`src/rtl/byte_subtractor_serial_pkg.sv`:
```
// Shared definitions for the bit-serial subtractor: default width,
// FSM state encoding and the sizing rule for the bit counter.
package byte_subtractor_serial_pkg;

    localparam int WIDTH_DEFAULT = 8;

    typedef enum logic [1:0] {
        IDLE = 2'd0,
        SUB  = 2'd1,
        DONE = 2'd2
    } state_t;

    // Counter must hold the value WIDTH itself so it never wraps mid-operation.
    function automatic int cnt_width(input int w);
        return $clog2(w) + 1;
    endfunction

    localparam int CNT_W_DEFAULT = cnt_width(WIDTH_DEFAULT);

endpackage

```
`src/rtl/byte_subtractor_serial_full_subtractor.sv`:
```
// One-bit full subtractor: d = a - b - bin, bout set when a borrow is needed.
module full_subtractor (
    input  logic a,
    input  logic b,
    input  logic bin,
    output logic d,
    output logic bout
);

    assign d    = a ^ b ^ bin;
    assign bout = (~a & b) | (~(a ^ b) & bin);

endmodule

```
`src/rtl/byte_subtractor_serial.sv`:
```
// Bit-serial subtractor. A start in IDLE captures the operands, then one
// bit per clock is produced LSB first through a single full_subtractor
// cell. After WIDTH bits the result is published on D/bout and done
// pulses for one cycle.
module byte_subtractor_serial
    import byte_subtractor_serial_pkg::*;
#(
    parameter int WIDTH = WIDTH_DEFAULT
) (
    input  logic             clk,
    input  logic             rst_n,
    input  logic             start,
    input  logic [WIDTH-1:0] A,
    input  logic [WIDTH-1:0] B,
    input  logic             bin,
    output logic             busy,
    output logic             done,
    output logic [WIDTH-1:0] D,
    output logic             bout
);

    localparam int             CNT_W    = cnt_width(WIDTH);
    localparam logic [CNT_W-1:0] LAST_BIT = CNT_W'(WIDTH - 1);

    state_t           state_reg, state_next;
    logic [WIDTH-1:0] a_reg, a_next;
    logic [WIDTH-1:0] b_reg, b_next;
    logic [WIDTH-1:0] res_reg, res_next;
    logic [WIDTH-1:0] d_reg, d_next;
    logic             borrow_reg, borrow_next;
    logic             bout_reg, bout_next;
    logic [CNT_W-1:0] cnt_reg, cnt_next;

    logic             bit_d;
    logic             bit_bout;
    logic [WIDTH-1:0] res_shifted;

    // The operand registers shift right each bit, so bit 0 is always the
    // bit currently being processed.
    full_subtractor u_cell (
        .a    (a_reg[0]),
        .b    (b_reg[0]),
        .bin  (borrow_reg),
        .d    (bit_d),
        .bout (bit_bout)
    );

    // Result accumulates from the MSB end: after WIDTH shifts the first
    // computed bit has reached position 0.
    genvar gi;
    generate
        for (gi = 0; gi < WIDTH; gi++) begin : g_res_shift
            if (gi == WIDTH - 1) begin : g_top
                assign res_shifted[gi] = bit_d;
            end else begin : g_low
                assign res_shifted[gi] = res_reg[gi+1];
            end
        end
    endgenerate

    // State and datapath registers; async reset clears everything.
    always_ff @(posedge clk or negedge rst_n) begin
        if (!rst_n) begin
            state_reg  <= IDLE;
            a_reg      <= '0;
            b_reg      <= '0;
            res_reg    <= '0;
            d_reg      <= '0;
            borrow_reg <= 1'b0;
            bout_reg   <= 1'b0;
            cnt_reg    <= '0;
        end else begin
            state_reg  <= state_next;
            a_reg      <= a_next;
            b_reg      <= b_next;
            res_reg    <= res_next;
            d_reg      <= d_next;
            borrow_reg <= borrow_next;
            bout_reg   <= bout_next;
            cnt_reg    <= cnt_next;
        end
    end

    // Next-state and datapath updates; everything holds unless a state acts on it.
    always_comb begin
        state_next  = state_reg;
        a_next      = a_reg;
        b_next      = b_reg;
        res_next    = res_reg;
        d_next      = d_reg;
        borrow_next = borrow_reg;
        bout_next   = bout_reg;
        cnt_next    = cnt_reg;

        case (state_reg)
            IDLE: begin
                if (start) begin
                    a_next      = A;
                    b_next      = B;
                    borrow_next = bin;
                    res_next    = '0;
                    cnt_next    = '0;
                    state_next  = SUB;
                end
            end
            SUB: begin
                a_next      = a_reg >> 1;
                b_next      = b_reg >> 1;
                borrow_next = bit_bout;
                res_next    = res_shifted;
                cnt_next    = cnt_reg + CNT_W'(1);
                if (cnt_reg == LAST_BIT) begin
                    d_next     = res_shifted;
                    bout_next  = bit_bout;
                    state_next = DONE;
                end
            end
            DONE: begin
                state_next = IDLE;
            end
            default: begin
                state_next = IDLE;
            end
        endcase
    end

    assign busy = (state_reg == SUB) || (state_reg == DONE);
    assign done = (state_reg == DONE);
    assign D    = d_reg;
    assign bout = bout_reg;

endmodule

```
`config.mk`:
```
export PLATFORM = sky130hd
export DESIGN_NAME = byte_subtractor_serial
export DESIGN_NICKNAME = d
export VERILOG_FILES = /design/src/rtl/byte_subtractor_serial_pkg.sv /design/src/rtl/byte_subtractor_serial_full_subtractor.sv /design/src/rtl/byte_subtractor_serial.sv
export SDC_FILE = /design/constraint.sdc
export NUM_CORES = 1
export LEC_CHECK = 0
export ABC_AREA = 1
export BUFFER_PORTS_ARGS = -buffer_cell sky130_fd_sc_hd__buf_4
export CAP_MARGIN = 40
export CORE_UTILIZATION = 45
export DETAILED_ROUTE_END_ITERATION = 16
export MAX_ROUTING_LAYER = met4
export PLACE_DENSITY_LB_ADDON = 0.08
export SETUP_SLACK_MARGIN = 0.02
export SYNTH_ARGS = -nofsm -noshare
export SYNTH_HDL_FRONTEND = slang
export SYNTH_SLANG_ARGS = --single-unit
```
`constraint.sdc`:
```
create_clock -name clk -period 1.8 [get_ports clk]
set_clock_uncertainty 0.1 [all_clocks]
set_input_delay 0.27 -clock clk [delete_from_list [all_inputs] [get_ports clk]]
set_output_delay 0.27 -clock clk [all_outputs]
set_load 0.02 [all_outputs]
```
-- Word-level counts from Yosys, hierarchy flattened
Cells that the tools add are included.
- $add $sub $neg: 1
- equal/unequal tests: 5
- muxes and demuxes: 13
- bitwise logic cells: 7
- reduce and logical (&&, ||, !) cells: 6
- operators by type and width (operator ; number):
    8-bit one-hot mux with 2 select lines ; 3
    8-bit 2-to-1 mux ; 3
    4-bit one-hot mux with 2 select lines ; 1
    2-bit AND reduction ; 3
    4-bit by 1-bit adder with 4-bit output (second input constant) ; 1
    4-bit by 3-bit equality test with 1-bit output (second input constant) ; 1
    2-bit 2-to-1 mux ; 2
    4-bit 2-to-1 mux ; 1
    2-bit inequality test (second input constant) ; 2
    2-bit one-hot mux with 2 select lines ; 1
    1-bit AND ; 2
    2-bit by 1-bit equality test with 1-bit output (second input constant) ; 1
    2-bit equality test (second input constant) ; 1
    2-bit zero test ; 1
    1-bit inverter ; 2
    1-bit one-hot mux with 2 select lines ; 1
    2-bit nonzero test ; 1
    1-bit bitwise XOR ; 2
    1-bit logical OR ; 1
    1-bit 2-to-1 mux ; 1
    1-bit bitwise OR ; 1
- bits in registers: 40
- input bits: 20
- output and inout bits: 11
- logic and storage cells: 40

-- Depth between registers and ports, before layout
- depth in word-level cells: 5
- depth in mapped cells: 9

-- By module
Synthesis repeated with hierarchy kept, for this count alone.
- cell total of the unflattened synthesis: 194
- area, all modules: 1870.5 um2
- modules (own cells, without submodules) (module ; times used ; cells an instance ; area each (um2) ; seq. area each (um2)):
    byte_subtractor_serial ; 1 ; 190 ; 1839.3 ; 975.9
    full_subtractor ; 1 ; 4 ; 31.3 ; 0.0

-- Worst setup path before layout
Ideal clock, no wire load.
- kind: reg2reg
- start: reg state_reg[1]
- end: reg a_reg[0]
- arrival time: 1.246 ns
- data required time: 1.576 ns
- setup slack: 0.331 ns
- stages on the path, launching flop included: 7
- period minus slack after synthesis: 1.469 ns
- cell sequence: dfrtp_1 inv_1 ha_1 clkbuf_2 or2_2 o211ai_1 nand2_1
- cells in the longest elaborated chain, start to end: 3
- elaborated cells between the ends (all ways): 6
- classes of those cells: eq/ne: 2; mux: 1; reduce/logical: 3
- RTL lines (element ; RTL line ; RTL):
    start, declared ; byte_subtractor_serial.sv:25 ; state_t state_reg, state_next;
    start signal, assigned ; byte_subtractor_serial.sv:73 ; state_reg <= state_next;
    2-bit by 1-bit equality test with 1-bit output or 2-bit zero test (tied branches) ; byte_subtractor_serial.sv:95 ; case (state_reg)
    2-bit nonzero test (no source line) or 2-bit inequality test (tied branches) ; -- ;
    2-bit AND reduction (no source line) ; -- ;
    end signal, assigned ; byte_subtractor_serial.sv:74 ; a_reg <= a_next;
    end, declared ; byte_subtractor_serial.sv:26 ; logic [WIDTH-1:0] a_reg, a_next;
Several ways; a longest one is shown, not always the timed one.
A chain may end at the register's enable or synchronous reset.

-- Final worst setup path
- start: reg state_reg[1]
- end: reg a_reg[3]
The elaborated chain is that of the path after synthesis.

==> impl_metrics.ini <==
[cells_and_area]
antenna-diode-count = 0
stdcell_count = 276
final_common_cell = nand2_1
nNetsFinal = 252
areaGrowthSynthToFinish_pct = 21.4
layout-drive-gt1-share_pct = 24.6
final_cell_mix = 60 x nand2_1, 39 x dfrtp_1, 32 x buf_4, 18 x inv_1, 14 x o21ai_0

[sta]
relSlewSlack_pct = 68.2
finalHoldViolCount = 0
tns_ns = 0
rsz0062_at_grt = no
drv_slew = 0
worstMarginPinSlew_ns = 0.478
finalSetupViolations = 0
period_minus_slack_ns = 1.60
period_share_pct = 88.9
max_clock_freq_mhz = 625

[global_routing]
antenna_found_initial = 0
track_usage_pct = 18.8
grt_use_met2_pct = 28.7
grt_util_met3_pct = 6.77
busiest_layer = met2
grt_max_degree = 40
overflow = 0
grt_pass1_wl_mm = 5.66
grt_pass1_vias = 1253
grt_use_met1_pct = 22.7

[worst_hold_path]
min_path_type = input port to register
hold-path-cell-count = 3
hp-start = B[7]

[pwr]
p_leak_nw = 1.09
peakVddDrop_uv = 874
p_total_w = 0.00340
powerDensity_nw_per_um2 = 1560

[yosys]
synth_ff_type = dfrtp_1
ys_seq_area_share_pct = 54.4
synthCells = 194
yosys_warnings = 0
synth_top_area_share_pct = 54.4
async_reset_ff_share_pct = 100
synth_cell_types = 22
synth_nets = 219
synth_area_um2 = 1800
ys_top_cells_by_area = dfrtp_1 54%, nand2_1 13%, o211ai_1 5.0%, o21ai_0 3.9%, inv_1 3.8%
synth-edff-count = 0
avgSynthCellArea_um2 = 9.26
ys_seq_elements = 39
yosysTopAreaCell = dfrtp_1

[detailed_routing]
drc = 0
first_pass_iters = 4
vias = 1386
antenna_left = 0
wl_per_cell_um = 12.2
vias_per_cell = 5.02
drt_first_iter_violations = 78
wl_mm = 3.36

[clock_tree]
tritoncts = yes
clk_latency_ns = 0.29
cts_root_buffer = clkbuf_8
cts_inserted_buffers = 5
clk_pin_slew_worst_paths_ns = 0.07
clock-sinks = 39
cts_buffer_depth = 2
htree_levels = 2
post_cts_buffers = 0

[floorplan]
die_area_um2 = 4250
initial_core_util_pct = 48.0
coreArea_um2 = 3740
die_w_um = 65.2
ios = 31
rows = 22
die_h_um = 65.2

[place]
hpwl_mm = 2.35
placedCellCount = 267
gp_congestion = 0.744
port_buffers = 30

[worst_setup_path]
r2r_start = state_reg[1]$_DFFE_PN0P_
arrival_ns = 1.67
critPathKind = register to register
endpoint_kind = register
cp_max_fo = 17
cp.required_ns = 1.87
cp-start-kind = register
rr_worst_depth = 6
startpoint = state_reg[1]$_DFFE_PN0P_

[run_status]
status = completed

[run]
maxCapViolCount = 0
[what timing repair did]
action	4_1_cts	5_1_grt
endpoints found under the hold margin	39	0
endpoints found under the setup margin	0	4
gates resized for setup	0	1
hold buffers	1	0
[report_power, final]
part	internal, W	total (W)	leakage [nW]	switching [W]
Sequential	0.00117	0.00132	0.510	0.000148
Clock	0.000448	0.000749	0.0612	0.000300
Combinational	0.000516	0.00134	0.521	0.000820
Total	0.00213	0.00340	1.09	0.00127
[critical path, cell delays in order, from the launching register on]
cell and delay [ns]:
dfrtp_1 0.38, inv_1 0.08, ha_2 0.24, buf_4 0.21, or2_2 0.30, o211ai_1 0.09, nand2_1 0.08
[worst paths after layout]
| path | slack, ns | to |
|---|---|---|
| worst max register to register | 0.20 | a_reg[3]$_DFFE_PN0P_ |
| worst min register to register | 0.38 | b_reg[4]$_DFFE_PN0P_ |
| max in group asynchronous | 0.88 | b_reg[6]$_DFFE_PN0P_ |
| worst min-delay path | 0.11 | b_reg[7]$_DFFE_PN0P_ |
| worst max-delay path | 0.20 | a_reg[3]$_DFFE_PN0P_ |
| min in group asynchronous | 0.38 | D[3]$_DFFE_PN0P_ |
[synth_stat cells (3+ instances only)]
library cell,count
o21ai_0,14
o22ai_1,7
buf_4,3
nand2_1,60
o211ai_1,12
or2_2,8
nor2_1,3
nand3_1,8
ha_1,4
dfrtp_1,39
inv_1,18
buf_6,3
[through the flow]
step                hold slack (ns)  setup slack, ns  cell area (um^2)  util [%]
global route                  0.104            0.103              2180      58.2
floorplan                    -0.126            0.331              1800         -
detailed placement            0.168            0.128              2050      54.7
CTS                           0.106            0.118              2180      58.2
finish                        0.114            0.200              2180      58.2
global placement              0.170            0.178              2050      54.7
[cell families (layout without fill, tap and decap cells)]
| group | after synthesis | in the layout | share of synthesized area (%) |
|---|---|---|---|
| and+or+nand+nor | 85 | 85 | 21.4 |
| adders and majority gates | 5 | 5 | 3.90 |
| buffers and inverters | 28 | 62 | 7.87 |
| DFF | 39 | 39 | 54.4 |
| AOI/OAI and AO/OA | 37 | 37 | 12.5 |
[routing by layer]
| layer | wire length [um] | vias up | share of wire [%] |
|---|---|---|---|
| met5 | 0 | - | 0 |
| met4 | 52 | 0 | 1.5 |
| met3 | 169 | 7 | 5.0 |
| met2 | 1590 | 36 | 47 |
| met1 | 1540 | 650 | 46 |
| li1 | - | 693 | - |
[area by class of cell]
type,count,area (um^2)
flip-flops and latches,39,976
repair buffers,34,270
multi-input cells,127,681
inverters,20,75.1
clock inverters,2,35.0
well taps,48,60.1
clock buffers,6,82.6
fillers,353,1560
(Power assumes the default switching activity.)
